### src/rtl/uart_tx_ser.sv
// Byte-serial UART transmitter: 8N1 frames, or 8E1 when UART_PARITY_EN is defined.
// Latency: line falls on the acceptance edge; tx_done pulses one cycle after the stop bit.
// Backpressure: tx_start is ignored while busy and during the DONE cycle.
module uart_tx_ser #(
  parameter int CLKS_PER_BIT = 434
) (
  input  logic       clk,
  input  logic       reset,
  input  logic       tx_start,
  input  logic [7:0] tx_data,
  output logic       tx_done,
  output logic       tx_busy,
  output logic       tx
);

  localparam int CW = $clog2(CLKS_PER_BIT);
  localparam logic [CW-1:0] CNT_MAX = CW'(CLKS_PER_BIT - 1);

  typedef enum logic [2:0] {
    S_IDLE,
    S_START,
    S_DATA,
`ifdef UART_PARITY_EN
    S_PARITY,
`endif
    S_STOP,
    S_DONE
  } state_t;

  state_t        state_q, state_d;
  logic [CW-1:0] cnt_q, cnt_d;
  logic [2:0]    bit_q, bit_d;
  logic [7:0]    shift_q, shift_d;
  logic          tx_q, tx_d;
  logic          tx_done_q, tx_done_d;
  logic          bit_end;
`ifdef UART_PARITY_EN
  logic          par_q, par_d;
`endif

  assign bit_end = (cnt_q == CNT_MAX);

  always_comb begin
    state_d = state_q;
    cnt_d   = cnt_q;
    bit_d   = bit_q;
    shift_d = shift_q;
`ifdef UART_PARITY_EN
    par_d   = par_q;
`endif
    case (state_q)
      S_IDLE: begin
        if (!tx_start) begin
          shift_d = tx_data;
`ifdef UART_PARITY_EN
          par_d   = ^tx_data;
`endif
          cnt_d   = '0;
          bit_d   = '0;
          state_d = S_START;
        end
      end
      S_START: begin
        if (bit_end) begin
          cnt_d   = '0;
          state_d = S_DATA;
        end else begin
          cnt_d = cnt_q + CW'(1);
        end
      end
      S_DATA: begin
        if (bit_end) begin
          cnt_d   = '0;
          shift_d = {1'b0, shift_q[7:1]};
          bit_d   = bit_q + 3'd1;
          if (bit_q == 3'd7) begin
`ifdef UART_PARITY_EN
            state_d = S_PARITY;
`else
            state_d = S_STOP;
`endif
          end
        end else begin
          cnt_d = cnt_q + CW'(1);
        end
      end
`ifdef UART_PARITY_EN
      S_PARITY: begin
        if (bit_end) begin
          cnt_d   = '0;
          state_d = S_STOP;
        end else begin
          cnt_d = cnt_q + CW'(1);
        end
      end
`endif
      S_STOP: begin
        if (bit_end) begin
          cnt_d   = '0;
          state_d = S_DONE;
        end else begin
          cnt_d = cnt_q + CW'(1);
        end
      end
      S_DONE:  state_d = S_IDLE;
      default: state_d = S_IDLE;
    endcase

    // Line and done are registered from the next state so they change on the same edge as it.
    case (state_d)
      S_START:  tx_d = 1'b0;
      S_DATA:   tx_d = shift_d[0];
`ifdef UART_PARITY_EN
      S_PARITY: tx_d = par_d;
`endif
      default:  tx_d = 1'b1;
    endcase
    tx_done_d = (state_d == S_DONE);
  end

  always_ff @(posedge clk) begin
    if (!reset) begin
      state_q   <= S_IDLE;
      cnt_q     <= '0;
      bit_q     <= '0;
      shift_q   <= '0;
      tx_q      <= 1'b1;
      tx_done_q <= 1'b0;
`ifdef UART_PARITY_EN
      par_q     <= 1'b0;
`endif
    end else begin
      state_q   <= state_d;
      cnt_q     <= cnt_d;
      bit_q     <= bit_d;
      shift_q   <= shift_d;
      tx_q      <= tx_d;
      tx_done_q <= tx_done_d;
`ifdef UART_PARITY_EN
      par_q     <= par_d;
`endif
    end
  end

  assign tx      = tx_q;
  assign tx_done = tx_done_q;
  assign tx_busy = (state_q != S_IDLE);

endmodule

### config.mk
export PLATFORM = sky130hd
export DESIGN_NAME = uart_tx_ser
export DESIGN_NICKNAME = d
export VERILOG_FILES = /design/src/rtl/uart_tx_ser.sv
export SDC_FILE = /design/constraint.sdc
export NUM_CORES = 1
export LEC_CHECK = 0
export CORE_AREA = 5 5 44 65
export DETAILED_ROUTE_END_ITERATION = 16
export DIE_AREA = 0 0 49 70
export GPL_ROUTABILITY_DRIVEN = 0
export PLACE_DENSITY = 0.85
export SKIP_LAST_GASP = 1
export SYNTH_ARGS = -nofsm -noshare
export SYNTH_HDL_FRONTEND = slang
export SYNTH_SLANG_ARGS = --single-unit
### constraint.sdc
create_clock -name clk -period 3.5 [get_ports clk]
set_input_delay 0.875 -clock clk [delete_from_list [all_inputs] [get_ports clk]]
set_output_delay 0.875 -clock clk [all_outputs]
set_load 0.03 [all_outputs]
# Yosys cells after proc, flatten, opt, wreduce, memory -nomap -nowiden
# Index checks and enable logic that the tools add are counted.
totals:
  output_inout_bits: 3
  word_cells: 42
  input_bits: 11
  regBits: 25
op_classes:
  muxes: 16
  n_eq_ne: 10
  n_reduce_logical: 7
  add_sub_neg: 2
ops:
  columns: ["operator", "count"]
  rows:
  - ["two-way mux 3 bit", 7]
  - ["two-way mux 9 bit", 2]
  - ["case mux 9 bit (2 select lines)", 1]
  - ["two-way mux 8 bit", 2]
  - ["case mux 8 bit (2 select lines)", 1]
  - ["case mux 3 bit (4 select lines)", 1]
  - ["adder 9 x 1 -> 9 bit (second input constant)", 1]
  - ["equality test 3 x 2 -> 1 bit (second input constant)", 3]
  - ["equality test 9 bit (second input constant)", 1]
  - ["equality test 3 x 1 -> 1 bit (second input constant)", 2]
  - ["equality test 3 bit (second input constant)", 2]
  - ["case mux 3 bit (2 select lines)", 1]
  - ["inequality test 2 bit (second input constant)", 2]
  - ["nonzero test 2 bit", 2]
  - ["adder 3 x 1 -> 3 bit (second input constant)", 1]
  - ["zero test 3 bit", 1]
  - ["AND reduction 3 bit", 1]
  - ["nonzero test 3 bit", 1]
  - ["OR reduction 3 bit", 1]
  - ["case mux 1 bit (2 select lines)", 1]
  - ["AND reduction 2 bit", 1]

# Logic depth before layout (Yosys ltp)
logic_depth:
  word_depth: 6
  ltp_mapped: 9
  depth_no_buf: 7

# Worst setup path before layout
# Ideal clock, no wire load.
synth_timing:
  path_kind: "input port to flip-flop"
  start: "input tx_start"
  end: "register tx_q (netlist: tx)"
  required_ns: 3.386
  arrival_ns: 1.705
  n_path_buf: 0
  cell_stages: 4
  setup_ns: 0.114
  slack_ns: 1.681
  cell_sequence: "a21boi_1 o221ai_2 a2111o_1 a21o_1"
synth_via:
  elab_chain_len: 4
  elab_cells_between_ends: 7
  classes_between: "eq/ne (2); mux (5)"
synth_lines:
  columns: ["element", "line", "rtl"]
  rows:
  - ["from (decl)", "9", "input logic tx_start,"]
  - ["two-way mux 3 bit", "53", "if (!tx_start) begin"]
  - ["case mux 3 bit (4 select lines)", "51", "case (state_q)"]
  - ["equality test 3 x 2 -> 1 bit or equality test 3 x 1 -> 1 bit (tied branches)", "110", "case (state_d)"]
  - ["case mux 1 bit (2 select lines) *", "110", null]
  - ["to (signal assigned)", "137", "tx_q <= tx_d;"]
  - ["to (decl)", "34", "logic tx_q, tx_d;"]
# Every way passes the cells marked *; elsewhere a longest branch is shown, timed or not. The select of a mux whose other input is x is not followed.
# A chain may end at the register's enable or synchronous reset.

# Worst setup path after layout
layout_timing:
  start: "register state_q[2]"
  end: "output tx_busy"
layout_via:
  elab_chain_len: 1
layout_lines:
  columns: ["element", "line", "rtl"]
  rows:
  - ["from (decl)", "30", "state_t state_q, state_d;"]
  - ["from (signal assigned)", "133", "state_q <= state_d;"]
  - ["nonzero test 3 bit", "147", "assign tx_busy = (state_q != S_IDLE);"]
  - ["to (decl)", "12", "output logic tx_busy,"]
# Every way passes these cells.

==> results.txt <==
The detailed-router iteration count before antenna repair is 5. The critical-path maximum fanout is 12. Counting distinct cell types in the post-synthesis netlist gives 39. In this run, CTS created clock tree buffers numbering 3. Post-CTS repair changed the size of 0 cells.

Once detail routing completed, the nets flagged for antenna violations numbered 0. The slew at the pin closest to its max-slew limit is 0.809 ns. The maximum cell stage delay along the critical path came out at ~0.67 ns.

The number of cells on the worst hold path is 2. The largest total area in the synthesized netlist belongs to sky130_fd_sc_hd__dfxtp_1. For this run, the number of Yosys warnings is 0.

The number of buffers and inverters on the critical path is 1. The number of cells on the worst reg-to-reg path came out at 7. The signal on the critical path passes through nor2_1 > nand2_1 > clkdlybuf4s50_1. The horizontal die dimension is roughly 50 um. Setup repair after global routing left no endpoint under its margin.

The portion of the post-synthesis area used by sequential elements came out at 0.424. The initial antenna violation count is 0. In this run the critical register-to-register path is launched from cnt_q[1]$_SDFFE_PN0P_. The worst hold path terminates at bit_q[1]$_SDFFE_PN0P_. Dividing total power by cell area gives a power density of around 370 mW/mm2. The worst setup path is captured at an output pin. The minimum clock period came out at approximately 2.8 ns. The run finished with clean final reports. In the post-synthesis netlist, the biggest area contributors are sky130_fd_sc_hd__dfxtp_1 42%, sky130_fd_sc_hd__nor2_1 7.0%, sky130_fd_sc_hd__a222oi_1 5.1%.

After clock tree synthesis, the clock-pin slew on the worst setup and hold paths is around 0.13 ns. The repair_antennas step left the layout with diodes totalling 0. After technology mapping, the gate count stands at around 130.

Data on the critical path arrives at its endpoint at between 1.5 and 2 ns. The CTS H-tree depth came out at 1. The synthesized net count is between 100 and 150. The peak supply drop came out at around 240 uV. The sum of negative setup slack is 0 ns. The worst slack at placement came out at roughly 0.85 ns. The via count is ~1000. The layout overhead on the synthesized area is 12.8%. The final hold violation count is 0. The critical path required time came out at roughly 2.6 ns.

The highest clock rate is 360 MHz. The synthesized design contains 25 register bits. In the final design database the tool counted 160 nets. The initial core utilization is 0.535. CTS placed an instance of sky130_fd_sc_hd__clkbuf_4 at the clock tree root. The leftover overflow at the end of global routing came out at 0. In the final routed layout, each cell accounts on average for between 10 and 15 um. The mean post-synth cell area came out at approximately 8.9 um2.

Once detailed placement completed, the half-perimeter wirelength came to around 1900 um. The slack of the worst reg-to-reg path came out at approximately 1.5 ns. The worst slack on hold paths is between 0.4 and 0.5 ns. The synthesized netlist occupies a cell area of roughly 0.0012 mm2. In this design, the largest share of critical-path delay is due to buffers and inverters. The longest clock path from root to sink contains 2 buffers. The clock tree from TritonCTS is done.

The detailed-route vias per instance is around 6.1. The height of the chip came out at approximately 70 um. The number of placement rows came out at 21. The critical path in this run is classified as flop to output pin. The share of Yosys cell area claimed by the top area cell type is 0.424. The residual DRC count came out at 0. The number of maximum-capacitance violations is 0. The count of pins over their slew limit is 0. Setup violations remaining at the end of the flow were counted as 0. The headroom to the max-slew limit came out at 0.457. After clock tree synthesis, the setup repair step added 0 buffers.

During I/O placement, the number of pins put on the boundary was 14. The worst hold path belongs to the class flop to flop. The later-pin clock latency in the skew report is 0.32 ns. In this run the critical register-to-register path is captured at shift_q[3]$_SDFFE_PN0P_. In the final layout, the share of cells above drive strength 1 is 0.0764. The leakage power came out at 0.000486 uW. The count of filler cells inserted in the layout is a little over 200. The via count of the first global-routing pass came out at slightly above 1000.

The maximum number of pins on one net before global-route repair came out at 18. STA classifies the critical path startpoint as a flop. The clock skew after layout is 0.00261 ns.

The startpoint identified for the worst hold timing path is bit_q[1]$_SDFFE_PN0P_. The worst path setup slack after routing came out at slightly above 0.7 ns. The wire length of the first global-routing pass is 4150 um.

The ratio of final minimum period to clock period came out at 0.795. The number of buffers added to fix hold violations after cts came out at 0. The count of port buffers added during placement came out at 13. Wires add up to around 2400 um. The clock sink count came out at 25.

The highest-delay cell along the critical path is sky130_fd_sc_hd__clkdlybuf4s50_1. Across every metal layer, demand over resource in global routing totals 0.147. After the first detailed-routing iteration, the DRC count stood at 37. The floorplan die area came out at roughly 0.0034 mm2. The core area is about 0.0022 mm2.
-- per-layer routing --
metal	up-vias	part of all wire	global-route usage
met5	-	0	0
met4	0	0.025	0.0808
met3	9	0.045	0.0277
met1	477	0.39	0.141
li1	501	-	-
met2	24	0.54	0.281
-- worst max-delay path by stage --
stage	startpoint	to	slack (ns)	depth (start not counted)
after detailed placement	tx_start	bit_q[0]$_SDFFE_PN0P_	0.85	5
final	state_q[2]$_SDFF_PN0_	tx_busy	0.72	3
after global placement	tx_start	tx$_SDFF_PN1_	0.89	6
after global routing	state_q[2]$_SDFF_PN0_	tx_busy	0.59	3
after CTS	state_q[2]$_SDFF_PN0_	tx_busy	0.71	3
after floorplan	tx_start	tx$_SDFF_PN1_	1.68	4
-- sequential cells by signal (all words and copies together), names as in the netlist --
signal / flops
cnt_q: 9
shift_q: 8
bit_q: 3
state_q: 3
tx: 1
tx_done: 1
-- cells by family after synthesis --
| group | Yosys count | synth area share |
|---|---|---|
| adders and majority gates | 4 | 0.0424 |
| AOI/OAI and AO/OA | 27 | 0.180 |
| muxes | 1 | 0.00954 |
| xor gates and xnor gates | 7 | 0.0520 |
| and+or+nand+nor | 57 | 0.243 |
| DFF | 25 | 0.424 |
| buffers and inverters | 12 | 0.0488 |
-- cell usage in the layout (no fill, tap or decap) --
master / n
sky130_fd_sc_hd__nand3_1: 2
sky130_fd_sc_hd__mux2_2: 1
sky130_fd_sc_hd__clkbuf_4: 3
sky130_fd_sc_hd__and4_1: 1
sky130_fd_sc_hd__a21oi_1: 7
sky130_fd_sc_hd__and4bb_2: 1
sky130_fd_sc_hd__a311oi_1: 1
sky130_fd_sc_hd__nand4_1: 6
sky130_fd_sc_hd__a21boi_1: 1
sky130_fd_sc_hd__ha_1: 4
sky130_fd_sc_hd__and4b_1: 1
sky130_fd_sc_hd__and2_1: 1
sky130_fd_sc_hd__clkinv_1: 1
sky130_fd_sc_hd__inv_1: 5
sky130_fd_sc_hd__clkinv_2: 1
sky130_fd_sc_hd__xor2_1: 5
sky130_fd_sc_hd__a22oi_1: 1
sky130_fd_sc_hd__o21ai_0: 1
sky130_fd_sc_hd__and3_1: 1
sky130_fd_sc_hd__nor2_1: 22
sky130_fd_sc_hd__xnor2_1: 2
sky130_fd_sc_hd__dfxtp_1: 25
sky130_fd_sc_hd__or3_1: 1
sky130_fd_sc_hd__o21ai_1: 2
sky130_fd_sc_hd__nand2_1: 13
sky130_fd_sc_hd__nor3b_1: 1
sky130_fd_sc_hd__a21bo_2: 1
sky130_fd_sc_hd__and2_4: 1
sky130_fd_sc_hd__clkdlybuf4s50_1: 13
sky130_fd_sc_hd__a2111o_1: 1
sky130_fd_sc_hd__a222oi_1: 6
sky130_fd_sc_hd__nor3_1: 2
sky130_fd_sc_hd__nor4_2: 1
sky130_fd_sc_hd__a2111oi_2: 1
sky130_fd_sc_hd__o221ai_2: 1
sky130_fd_sc_hd__nor4_1: 2
sky130_fd_sc_hd__nor2b_1: 1
sky130_fd_sc_hd__a21o_1: 2
sky130_fd_sc_hd__a31oi_1: 2
-- worst min-delay path, stage by stage, from the launching register on --
cell                      delay, ns
sky130_fd_sc_hd__dfxtp_1       0.34
sky130_fd_sc_hd__nand2_1       0.06
sky130_fd_sc_hd__a21oi_1       0.05
-- cell type report --
cell class,count,area [um2],area share
multi-input combinational,96,622,0.467
clock buffer,3,22.5,0.0169
tap,23,28.8,0.0216
sequential,25,500,0.376
inverter,6,22.5,0.0169
clock inverter,1,5.00,0.00376
timing repair buffer,13,130,0.0977
-- per-stage QoR --
step / cells / cell area, um2 / utilization / total power [uW]
2_1_floorplan: 133 / 1180 / - / 345
3_3_place_gp: 163 / 1300 / 0.591 / 367
3_5_place_dp: 163 / 1300 / 0.591 / 369
4_1_cts: 167 / 1330 / 0.603 / 496
5_1_grt: 167 / 1330 / 0.603 / 516
6_report: 167 / 1330 / 0.603 / 492
-- synth_stat cells --
library cell and count:
sky130_fd_sc_hd__clkbuf_1 1, sky130_fd_sc_hd__buf_6 1, sky130_fd_sc_hd__a21oi_1 7, sky130_fd_sc_hd__clkinv_1 1
sky130_fd_sc_hd__and4b_1 1, sky130_fd_sc_hd__and2_1 1, sky130_fd_sc_hd__xnor2_1 2, sky130_fd_sc_hd__o21ai_1 2
sky130_fd_sc_hd__a31oi_1 2, sky130_fd_sc_hd__and4_1 1, sky130_fd_sc_hd__a21boi_1 1, sky130_fd_sc_hd__nor2_1 22
sky130_fd_sc_hd__nand2_1 13, sky130_fd_sc_hd__nor4_2 1, sky130_fd_sc_hd__dfxtp_1 25, sky130_fd_sc_hd__nor3_1 2
sky130_fd_sc_hd__nor4_1 2, sky130_fd_sc_hd__a222oi_1 6, sky130_fd_sc_hd__o221ai_2 1, sky130_fd_sc_hd__and2_4 1
sky130_fd_sc_hd__nor2b_1 1, sky130_fd_sc_hd__nor3b_1 1, sky130_fd_sc_hd__ha_1 4, sky130_fd_sc_hd__and3_1 1
sky130_fd_sc_hd__buf_2 4, sky130_fd_sc_hd__a2111oi_2 1, sky130_fd_sc_hd__inv_1 5, sky130_fd_sc_hd__or3_1 1
sky130_fd_sc_hd__nand4_1 6, sky130_fd_sc_hd__and4bb_2 1, sky130_fd_sc_hd__o21ai_0 1, sky130_fd_sc_hd__a2111o_1 1
sky130_fd_sc_hd__a22oi_1 1, sky130_fd_sc_hd__a21o_1 2, sky130_fd_sc_hd__a311oi_1 1, sky130_fd_sc_hd__xor2_1 5
sky130_fd_sc_hd__a21bo_2 1, sky130_fd_sc_hd__nand3_1 2, sky130_fd_sc_hd__mux2_2 1
-- report_power, final --
part	switching (uW)	internal, uW	leakage [uW]
Combinational	32.2	29.9	0.000265
Sequential	6.87	294	0.000203
Clock	86.3	42.9	0.0000177
(Power assumes the default switching activity.)
